**src/rtl/fp_mul_pkg.sv**
```systemverilog
// rtl/fp_mul_pkg.sv - shared constants, rounding modes and stage-1 payload for the FP multiply back end
package fp_mul_pkg;

    localparam int FP_MANT_W  = 23;
    localparam int FP_EXP_W   = 8;
    localparam int FP_BIAS    = 127;
    localparam int FP_EXP_MAX = 255;
    localparam logic [31:0] FP_QNAN = 32'h7FC00000;

    // Internal exponent keeps two guard bits above the biased field so
    // overflow and underflow remain visible as plain signed compares.
    localparam int EXP_IW = FP_EXP_W + 3;
    typedef logic signed [EXP_IW-1:0] exp_int_t;

    typedef enum logic [1:0] {
        RM_RNE = 2'b00,
        RM_RZ  = 2'b01,
        RM_RU  = 2'b10,
        RM_RD  = 2'b11
    } rmode_t;

    typedef struct packed {
        logic                 sign;
        exp_int_t             exp;
        logic [FP_MANT_W-1:0] mant;
        logic                 g;
        logic                 s;
        logic                 zero;
        logic                 inf;
        logic                 nan;
`ifdef FP_MUL_RMODE_EN
        rmode_t               rmode;
`endif
    } s1_payload_t;

endpackage

```
**src/rtl/fp_mul_round.sv**
```systemverilog
// rtl/fp_mul_round.sv - combinational round, renormalize and pack (directed modes when FP_MUL_RMODE_EN)
module fp_mul_round
    import fp_mul_pkg::*;
(
    input  s1_payload_t                    pl,
    output logic [FP_MANT_W+FP_EXP_W:0]    result,
    output logic                           overflow,
    output logic                           underflow,
    output logic                           inexact
);

    logic                   up;
    logic                   rnd_any;
    logic                   sat_max;
    logic [FP_MANT_W+1:0]   sum;
    logic [FP_MANT_W-1:0]   mant_r;
    exp_int_t               exp_r;

    always_comb begin
        rnd_any = pl.g | pl.s;
        up      = pl.g & (pl.s | pl.mant[0]);
        sat_max = 1'b0;
`ifdef FP_MUL_RMODE_EN
        // sat_max marks modes that round toward zero for this sign, which clamp to max-finite
        case (pl.rmode)
            RM_RZ: begin
                up      = 1'b0;
                sat_max = 1'b1;
            end
            RM_RU: begin
                up      = ~pl.sign & rnd_any;
                sat_max = pl.sign;
            end
            RM_RD: begin
                up      = pl.sign & rnd_any;
                sat_max = ~pl.sign;
            end
            default: ;
        endcase
`endif
        sum = {2'b01, pl.mant} + {{(FP_MANT_W+1){1'b0}}, up};
        if (sum[FP_MANT_W+1]) begin
            mant_r = sum[FP_MANT_W:1];
            exp_r  = pl.exp + exp_int_t'(1);
        end else begin
            mant_r = sum[FP_MANT_W-1:0];
            exp_r  = pl.exp;
        end

        result    = {pl.sign, exp_r[FP_EXP_W-1:0], mant_r};
        overflow  = 1'b0;
        underflow = 1'b0;
        inexact   = rnd_any;

        if (pl.nan) begin
            result  = FP_QNAN;
            inexact = 1'b0;
        end else if (pl.inf) begin
            result  = {pl.sign, {FP_EXP_W{1'b1}}, {FP_MANT_W{1'b0}}};
            inexact = 1'b0;
        end else if (pl.zero) begin
            result  = {pl.sign, {(FP_EXP_W+FP_MANT_W){1'b0}}};
            inexact = 1'b0;
        end else if (exp_r >= exp_int_t'(FP_EXP_MAX)) begin
            overflow = 1'b1;
            inexact  = 1'b1;
            if (sat_max)
                result = {pl.sign, {(FP_EXP_W-1){1'b1}}, 1'b0, {FP_MANT_W{1'b1}}};
            else
                result = {pl.sign, {FP_EXP_W{1'b1}}, {FP_MANT_W{1'b0}}};
        end else if (exp_r <= exp_int_t'(0)) begin
            result    = {pl.sign, {(FP_EXP_W+FP_MANT_W){1'b0}}};
            underflow = 1'b1;
            inexact   = 1'b1;
        end
    end

endmodule

```
**src/rtl/fp_mul_norm_round.sv**
```systemverilog
// rtl/fp_mul_norm_round.sv - two-stage normalize/round/pack pipeline; FP_MUL_RMODE_EN adds in_rmode
module fp_mul_norm_round
    import fp_mul_pkg::*;
#(
    parameter int MANT_W = FP_MANT_W,
    parameter int EXP_W  = FP_EXP_W
) (
    input  logic                        in_clk,
    input  logic                        in_rst_n,
    input  logic                        in_valid,
    output logic                        out_ready,
    input  logic                        in_sign,
    input  logic signed [EXP_W+1:0]     in_exp_sum,
    input  logic [2*(MANT_W+1)-1:0]     in_product,
    input  logic                        in_zero,
    input  logic                        in_inf,
    input  logic                        in_nan,
`ifdef FP_MUL_RMODE_EN
    input  logic [1:0]                  in_rmode,
`endif
    output logic                        out_valid,
    input  logic                        in_ready,
    output logic [MANT_W+EXP_W:0]       out_result,
    output logic                        out_overflow,
    output logic                        out_underflow,
    output logic                        out_inexact
);

    localparam int PW = 2 * (MANT_W + 1);

    logic           s1_valid;
    s1_payload_t    s1_q;
    s1_payload_t    norm;
    logic           s1_adv;
    logic           s2_adv;
    exp_int_t       exp_in;

    logic [MANT_W+EXP_W:0]  rnd_result;
    logic                   rnd_ovf;
    logic                   rnd_unf;
    logic                   rnd_inx;

    assign s2_adv    = !out_valid || in_ready;
    assign s1_adv    = !s1_valid || s2_adv;
    assign out_ready = s1_adv && in_rst_n;
    assign exp_in    = exp_int_t'(in_exp_sum);

    // Product of two 1.x mantissas lies in [1,4): the MSB picks the binary point.
    always_comb begin
        norm      = '0;
        norm.sign = in_sign;
        norm.zero = in_zero;
        norm.inf  = in_inf;
        norm.nan  = in_nan;
`ifdef FP_MUL_RMODE_EN
        norm.rmode = rmode_t'(in_rmode);
`endif
        if (in_product[PW-1]) begin
            norm.mant = in_product[PW-2 -: MANT_W];
            norm.g    = in_product[PW-2-MANT_W];
            norm.s    = |in_product[PW-3-MANT_W:0];
            norm.exp  = exp_in + exp_int_t'(1);
        end else begin
            norm.mant = in_product[PW-3 -: MANT_W];
            norm.g    = in_product[PW-3-MANT_W];
            norm.s    = |in_product[PW-4-MANT_W:0];
            norm.exp  = exp_in;
        end
    end

    fp_mul_round u_round (
        .pl        (s1_q),
        .result    (rnd_result),
        .overflow  (rnd_ovf),
        .underflow (rnd_unf),
        .inexact   (rnd_inx)
    );

    always_ff @(posedge in_clk) begin
        if (!in_rst_n) begin
            s1_valid      <= 1'b0;
            s1_q          <= '0;
            out_valid     <= 1'b0;
            out_result    <= '0;
            out_overflow  <= 1'b0;
            out_underflow <= 1'b0;
            out_inexact   <= 1'b0;
        end else begin
            if (s2_adv) begin
                out_valid <= s1_valid;
                if (s1_valid) begin
                    out_result    <= rnd_result;
                    out_overflow  <= rnd_ovf;
                    out_underflow <= rnd_unf;
                    out_inexact   <= rnd_inx;
                end
            end
            if (s1_adv) begin
                s1_valid <= in_valid;
                if (in_valid)
                    s1_q <= norm;
            end
        end
    end

endmodule
```
**config.mk**
```make
export PLATFORM = sky130hd
export DESIGN_NAME = fp_mul_norm_round
export DESIGN_NICKNAME = d
export VERILOG_FILES = /design/src/rtl/fp_mul_pkg.sv /design/src/rtl/fp_mul_round.sv /design/src/rtl/fp_mul_norm_round.sv
export SDC_FILE = /design/constraint.sdc
export NUM_CORES = 1
export LEC_CHECK = 0
export ABC_AREA = 1
export BUFFER_PORTS_ARGS = -buffer_cell sky130_fd_sc_hd__buf_4
export CAP_MARGIN = 5
export CORE_MARGIN = 2
export CORE_UTILIZATION = 38
export DETAILED_ROUTE_END_ITERATION = 10
export HOLD_SLACK_MARGIN = 0.15
export PLACE_DENSITY_LB_ADDON = 0.25
export SLEW_MARGIN = 5
export SYNTH_ARGS = -nofsm -noshare
export SYNTH_HDL_FRONTEND = slang
export SYNTH_SLANG_ARGS = --single-unit
```
**constraint.sdc**
```tcl
create_clock -name in_clk -period 2.5 [get_ports in_clk]
set_input_delay 0.125 -clock in_clk [delete_from_list [all_inputs] [get_ports in_clk]]
set_output_delay 0.125 -clock in_clk [all_outputs]
set_load 0.02 [all_outputs]
```
==> run metrics, run 1 <==
synth warn=0; Max Clk Rate=0.433 GHz; drt initial violations=415; first-pass GRT wire length=20700 um; EDFF count, synth=0; # DRC=0; Crit path required time=between 2000 and 3000 ps; Slowest cell on crit path=dlygate4sd3_1; TritonCTS clock tree=done; most common cell after layout, fill and taps aside=nand2_1; switching share of power=26.4%; Mapped Cells=about 730; post-detailed-placement half-perimeter wirelength=9480 um; setup_tns=0 ps; Peak VDD IR=0.000310 V; internal power consumption=~2.6 mW; part of the cycle the worst path needs=92.4%; Synth Register Bits=77; startpoint types=primary input; CP cell instances=dlygate4sd3_1, buf_4, inv_1, nand3_1, nand2_1, buf_4, clkinvlp_4, buf_12, o21ai_0, a41oi_1, dlygate4sd3_1; sequential-to-total area share from yosys stat=33.2%; CTS root buf=clkbuf_16; top_reg_cell synth=dfxtp_1; vias in the first global route=around 4300; Fin Clk Skew=7.79 ps; Final setup viols=0; net count after synthesis=796; Rel. slew slack=71.1%; antenna violations before repair=0; Synth cell types=38; vias per cell=4.90; Lkg Pwr=around 2.9 nW; Antenna Nets Post-Route=0; CP endpoint kind=register; asr flop ratio synth=0%; RSZ-0062 raised after global routing=no; status=complete, no violations; # port buffers=around 100; Hold Crit Class=primary input to register; Clock Sinks=77; clk slew on worst S/H paths=60 ps; die span in x=115 um; largest net degree at the start of global routing=53; Area Overhead vs Synth=38.3%; fin nets=942; routed wire length=approximately 13000 um; CTS buffer count=9; starting density of the core=38.8%; share of layout cells above drive strength 1=about a fifth; Filler cells=1223; worst slack at placement=between 70 and 80 ps; crit path DAT=2530 ps; Die ar.=about 13000 um^2; Switch Pwr=a little over 0.9 mW; Clock Latency Late Sink=340 ps; worst-margin pin slew=430 ps; Die Height=115 um; crit path launch=in_ready; Power per Cell Area=542 nW/um^2; gr usage total=19.6%; synthesized cell area=4640 um^2; most frequent cells in the layout=155 x nand2_1, 129 x buf_4, 104 x a21oi_1; Core Area=12000 um^2; min cycle time layout=roughly 2300 ps; crit-path max cell delay=roughly 570 ps; Ports=103; H-tree Lvls=3; power share of the combinational group=18.2%; Rows=40; sequential power share=between 30 and 40%; Routability Congestion=0.888; WL/cell=12.5 um; DR pass1 iterations=5; Crit Path Class=primary input to register; GRT Residual Overflow=0; Hold Fails Final Rpt=0; DR vias=5023; Max FO, Critical Path=52; final worst setup slack=189 ps; Avg Cell Area, Syn=6.39 um^2; hold wc startpoint=in_exp_sum[7]; Diodes inserted=0; Final Slew Violations=0; Clock Tree Buf Depth=2; Max-Cap Viols=0; clock network fraction of design power=42.7%; Critical R2R Launch=s1_q[5]
==> layout make-up <==
cell class                 count  area [um^2]  share of cell area, %
clock buffer                  10          229                   3.56
sequential                    77         1540                   24.0
tap                          147          184                   2.86
clock inverter                 6          111                   1.73
timing repair inverter         1         5.00                 0.0779
timing repair buffer         168         1380                   21.5
inverter                      79          308                   4.79
multi-input combinational    537         2670                   41.5
==> worst max-delay path: cells and delay by family <==
family	cells	cell delay, ps
and+or+nand+nor	2	220
buffers and inverters	7	1930
AOI/OAI and AO/OA	2	250
==> routing by layer <==
layer | global-route usage [%] | routed length [um] | part of all wire (%) | up-vias
li1 | - | - | - | 2683
met1 | 28.7 | 6570 | 51 | 2197
met2 | 29.5 | 5470 | 43 | 131
met3 | 3.55 | 637 | 5.0 | 12
met4 | 5.12 | 142 | 1.1 | 0
met5 | 0 | 0 | 0 | -
==> state kept, by name, summed over array words and instances, names as in the netlist <==
signal,cells
s1_q,40
out_result,32
out_inexact,1
out_overflow,1
out_underflow,1
out_valid,1
s1_valid,1
==> Yosys cell counts, types with 3 or more instances <==
| master | number | area [um^2] |
|---|---|---|
| dfxtp_1 | 77 | 1540 |
| buf_6 | 4 | 45.0 |
| nand2_2 | 9 | 56.3 |
| nand3b_1 | 3 | 22.5 |
| nor2_1 | 77 | 289 |
| nor3_1 | 16 | 80.1 |
| nand3_1 | 53 | 265 |
| o21ai_0 | 57 | 285 |
| nor4_1 | 5 | 31.3 |
| xor2_1 | 18 | 158 |
| nand4_1 | 5 | 31.3 |
| a21oi_1 | 104 | 521 |
| o21ai_2 | 3 | 26.3 |
| inv_1 | 75 | 282 |
| xnor2_1 | 5 | 43.8 |
| a211oi_1 | 6 | 45.0 |
| clkbuf_1 | 26 | 97.6 |
| ha_1 | 3 | 37.5 |
| nand2_1 | 155 | 582 |
==> worst paths after layout <==
path	endpoint	slack (ps)	depth (start not counted)
worst max-delay path	s1_q[3]	190	11
worst min-delay path	s1_q[35]	160	4
worst max register to register	out_result[23]	250	20
worst min register to register	out_result[12]	460	2
==> through the flow <==
step / cell area, um^2 / utilization [%] / total power [mW] / instances / hold slack [ps]
final: 6420 / 53.7 / 3.48 / 1025 / 164
after global routing: 6420 / 53.7 / 3.64 / 1025 / 203
after CTS: 6340 / 53.0 / 3.49 / 1018 / 159
after detailed placement: 5630 / 47.0 / 1.96 / 965 / 394
after global placement: 5630 / 47.0 / 1.96 / 965 / 386
after floorplan: 4640 / - / 1.73 / 727 / 285
==> repair_timing <==
| action | in CTS | in global routing |
|---|---|---|
| hold buffers | 37 | 0 |
| setup endpoints to repair | 0 | 32 |
| endpoints found under the hold margin | 37 | 0 |
| setup buffers | 0 | 6 |
| resized for setup | 0 | 13 |
==> kinds of logic after synthesis <==
| family | after synthesis | share of synthesized area, % |
|---|---|---|
| AND/OR/NAND/NOR | 339 | 32.4 |
| AO/OA/AOI/OAI | 172 | 19.2 |
| flip-flops | 77 | 33.2 |
| XOR/XNOR | 23 | 4.34 |
| buffers and inverters | 113 | 9.99 |
| adder cells (fa/ha/maj) | 3 | 0.808 |
==> power by group through the flow <==
stage               Combinational, mW  Clock, mW  Sequential [mW]
floorplan                       0.332          0             1.40
detailed placement              0.575          0             1.39
finish                          0.635       1.49             1.36
global placement                0.576          0             1.38
global route                    0.710       1.56             1.37
CTS                             0.623       1.51             1.36
Note: power is estimated with default switching activity, not from simulation.
==> inputs of run 2 (changes only) <==
REMOVE_ABC_BUFFERS = 1   (was default)
==> run 2 against run 1 <==
  * Power decreased by 5.9%
  * Clock-buffer cell count increased by 2
  * Routed wire length decreased by 3.7%
  * Utilization decreased by 0.82 points
  * Cell count decreased by 0.78%
  * Final area decreased by 1.5%
  * Largest power group is now registers
==> run metrics, run 2 (same netlist as run 1, synthesis figures left out) <==
status=complete, no violations (unchanged); DR vias=4915 (was 5023); Hold Crit Class=primary input to register (unchanged); CP Depth=17 (was 11); Max FO, Critical Path=7 (was 52); Die Height=115 um (unchanged); Peak VDD IR=0.000353 V (was 0.000310 V); worst-margin pin slew=992 ps (was 430 ps); Filler cells=1230 (was 1223); # port buffers=102 (unchanged); gr usage total=19.3% (was 19.6%); Clock Tree Buf Depth=2 (unchanged); Rows=40 (unchanged); vias per cell=4.83 (was 4.90); final worst setup slack=185 ps (was 189 ps); power share of the combinational group=18.8% (was 18.2%); most frequent cells in the layout=154 x nand2_1, 121 x buf_4, 104 x a21oi_1 (was 155 x nand2_1, 129 x buf_4, 104 x a21oi_1); Clock Sinks=77 (unchanged); first-pass GRT wire length=20600 um (was 20700 um); Crit path required time=2680 ps (was 2720 ps); switching share of power=27.5% (was 26.4%); CP endpoint kind=register (unchanged); Fin Clk Skew=6.31 ps (was 7.79 ps); Area Overhead vs Synth=36.2% (was 38.3%); Power per Cell Area=518 nW/um^2 (was 542 nW/um^2); min cycle time layout=2320 ps (was 2310 ps); CP top delay family=simple AND/OR/NAND/NOR gates (was buffers and inverters); Hold Fails Final Rpt=0 (unchanged); crit path launch=s1_q[5] (was in_ready); share of layout cells above drive strength 1=19.5% (was 20.4%); die span in x=115 um (unchanged); CP cell instances=nand2_1, inv_1, ha_2, nand3_2, inv_2, nand2_2, clkinv_4, nand2_1, nor2_2, nand2_1, nor2_4, buf_4, nand2_1, nand2_1, nor2_1, nand3_1, a21oi_1 (was dlygate4sd3_1, buf_4, inv_1, nand3_1, nand2_1, buf_4, clkinvlp_4, buf_12, o21ai_0, a41oi_1, dlygate4sd3_1); WL/cell=12.1 um (was 12.5 um); Die ar.=13100 um^2 (unchanged); # DRC=0 (unchanged); crit-path max cell delay=350 ps (was 570 ps); biggest regs=s1_q x40, out_result x32 (unchanged); cell mode on critical path=nand2_1; routed wire length=12400 um (was 12800 um); Critical R2R Launch=s1_q[5] (unchanged); Final Slew Violations=0 (unchanged); sequential power share=41.6% (was 39.0%); reg2reg end=out_result[4] (was out_result[23]); Core Area=12000 um^2 (unchanged); Crit Path Class=register to register (was primary input to register); largest net degree at the start of global routing=64 (was 53); crit path DAT=2490 ps (was 2530 ps); Max-Cap Viols=0 (unchanged); Max Clk Rate=0.432 GHz (was 0.433 GHz); Lkg Pwr=2.86 nW (was 2.91 nW); met3 wire length=366 um (was 637 um); GRT Residual Overflow=0 (unchanged); TritonCTS clock tree=done (unchanged); CTS root buf=clkbuf_16 (unchanged); Antenna Nets Post-Route=0 (unchanged); Reg area=1540 um^2 (unchanged); DR WL met2=5270 um (was 5470 um); antenna violations before repair=0 (unchanged); DR pass1 iterations=5 (unchanged); clock network fraction of design power=39.6% (was 42.7%); Ports=103 (unchanged); part of the cycle the worst path needs=92.6% (was 92.4%); vias in the first global route=4338 (was 4339); area of the multi-input gates=2670 um^2 (about the same); internal power consumption=2.37 mW (was 2.56 mW); drt initial violations=308 (was 415); Rel. slew slack=33.8% (was 71.1%); setup_tns=0 ps (unchanged); R2R depth=17 (was 20); H-tree Lvls=3 (unchanged); Largest Register=s1_q (unchanged); CP Buf/Inv Count=4 (was 7); Final setup viols=0 (unchanged); met1 wire length=6510 um (was 6570 um); most common cell after layout, fill and taps aside=nand2_1 (unchanged); Top Metal Used=met4 (unchanged); fin nets=934 (was 942); Routability Congestion=0.901 (was 0.888); Diodes inserted=0 (unchanged); max FFs per register=40 (unchanged); startpoint types=register (was primary input); R2R setup slack=180 ps (was 250 ps); Slowest cell on crit path=dfxtp_1 (was dlygate4sd3_1); CP Capture Point=out_result[4] (was s1_q[3]); Clock Latency Late Sink=340 ps (about the same); post-detailed-placement half-perimeter wirelength=9210 um (was 9480 um); CTS buffer count=9 (unchanged); Switch Pwr=0.903 mW (was 0.921 mW); starting density of the core=38.8% (unchanged); clk slew on worst S/H paths=60 ps (about the same); worst slack at placement=25.9 ps (was 79.0 ps)
-- run 2: per-stage QoR --
stage | std cells | total power, mW | hold slack [ps] | utilization, % | area (um^2)
5_1_grt | 1017 | 3.44 | 220 | 52.9 | 6330
2_1_floorplan | 693 | 1.69 | 223 | - | 4480
4_1_cts | 1016 | 3.29 | 166 | 52.5 | 6280
3_3_place_gp | 962 | 1.95 | 383 | 46.8 | 5600
3_5_place_dp | 962 | 1.95 | 397 | 46.8 | 5600
6_report | 1017 | 3.28 | 176 | 52.9 | 6330
-- run 2: repair_timing --
| action | 4_1_cts | 5_1_grt |
|---|---|---|
| hold buffers | 38 | 0 |
| pin swaps | 0 | 0 |
| endpoints found under the hold margin | 38 | 0 |
| resized for setup | 1 | 15 |
| setup buffers | 0 | 1 |
| setup endpoints to repair | 1 | 31 |
-- run 2: area by class of cell --
type / count / area share (%)
repair buffers: 161 / 21.0
multi-input cells: 537 / 42.2
well taps: 147 / 2.91
flip-flops and latches: 77 / 24.4
inverters: 79 / 4.81
clock buffers: 12 / 3.90
clock inverters: 4 / 0.752
-- run 2: how the worst min path moves through the flow --
stage             startpoint           to  slack (ps)  cells past startpoint
5_1_grt        in_exp_sum[0]     s1_q[28]         220                      4
4_1_cts        in_exp_sum[0]     s1_q[28]         170                      4
3_3_place_gp          in_inf      s1_q[1]         380                      3
3_5_place_dp          in_nan      s1_q[0]         400                      3
2_1_floorplan       in_rst_n  out_inexact         220                      2
6_report       in_exp_sum[0]     s1_q[28]         180                      4
-- run 2: worst reg2reg max path: cells and delay by family, from the launching register on --
family / cells / cell delay, ps
AOI/OAI and AO/OA: 1 / 60
DFF: 1 / 350
buffers and inverters: 4 / 410
and+or+nand+nor: 11 / 1140
adders and majority gates: 1 / 190
-- run 2: power groups by stage --
stage / Combinational, mW / Sequential (mW) / Clock [mW]
2_1_floorplan: 0.289 / 1.40 / 0
3_3_place_gp: 0.565 / 1.39 / 0
3_5_place_dp: 0.566 / 1.39 / 0
4_1_cts: 0.617 / 1.36 / 1.31
5_1_grt: 0.692 / 1.37 / 1.37
6_report: 0.617 / 1.36 / 1.30
-- run 2: metal layers --
| layer | GRT usage (%) | vias to the layer above |
|---|---|---|
| met1 | 28.1 | 2149 |
| met5 | 0 | - |
| met2 | 29.3 | 92 |
| met3 | 2.12 | 15 |
| met4 | 6.99 | 0 |
| li1 | - | 2659 |
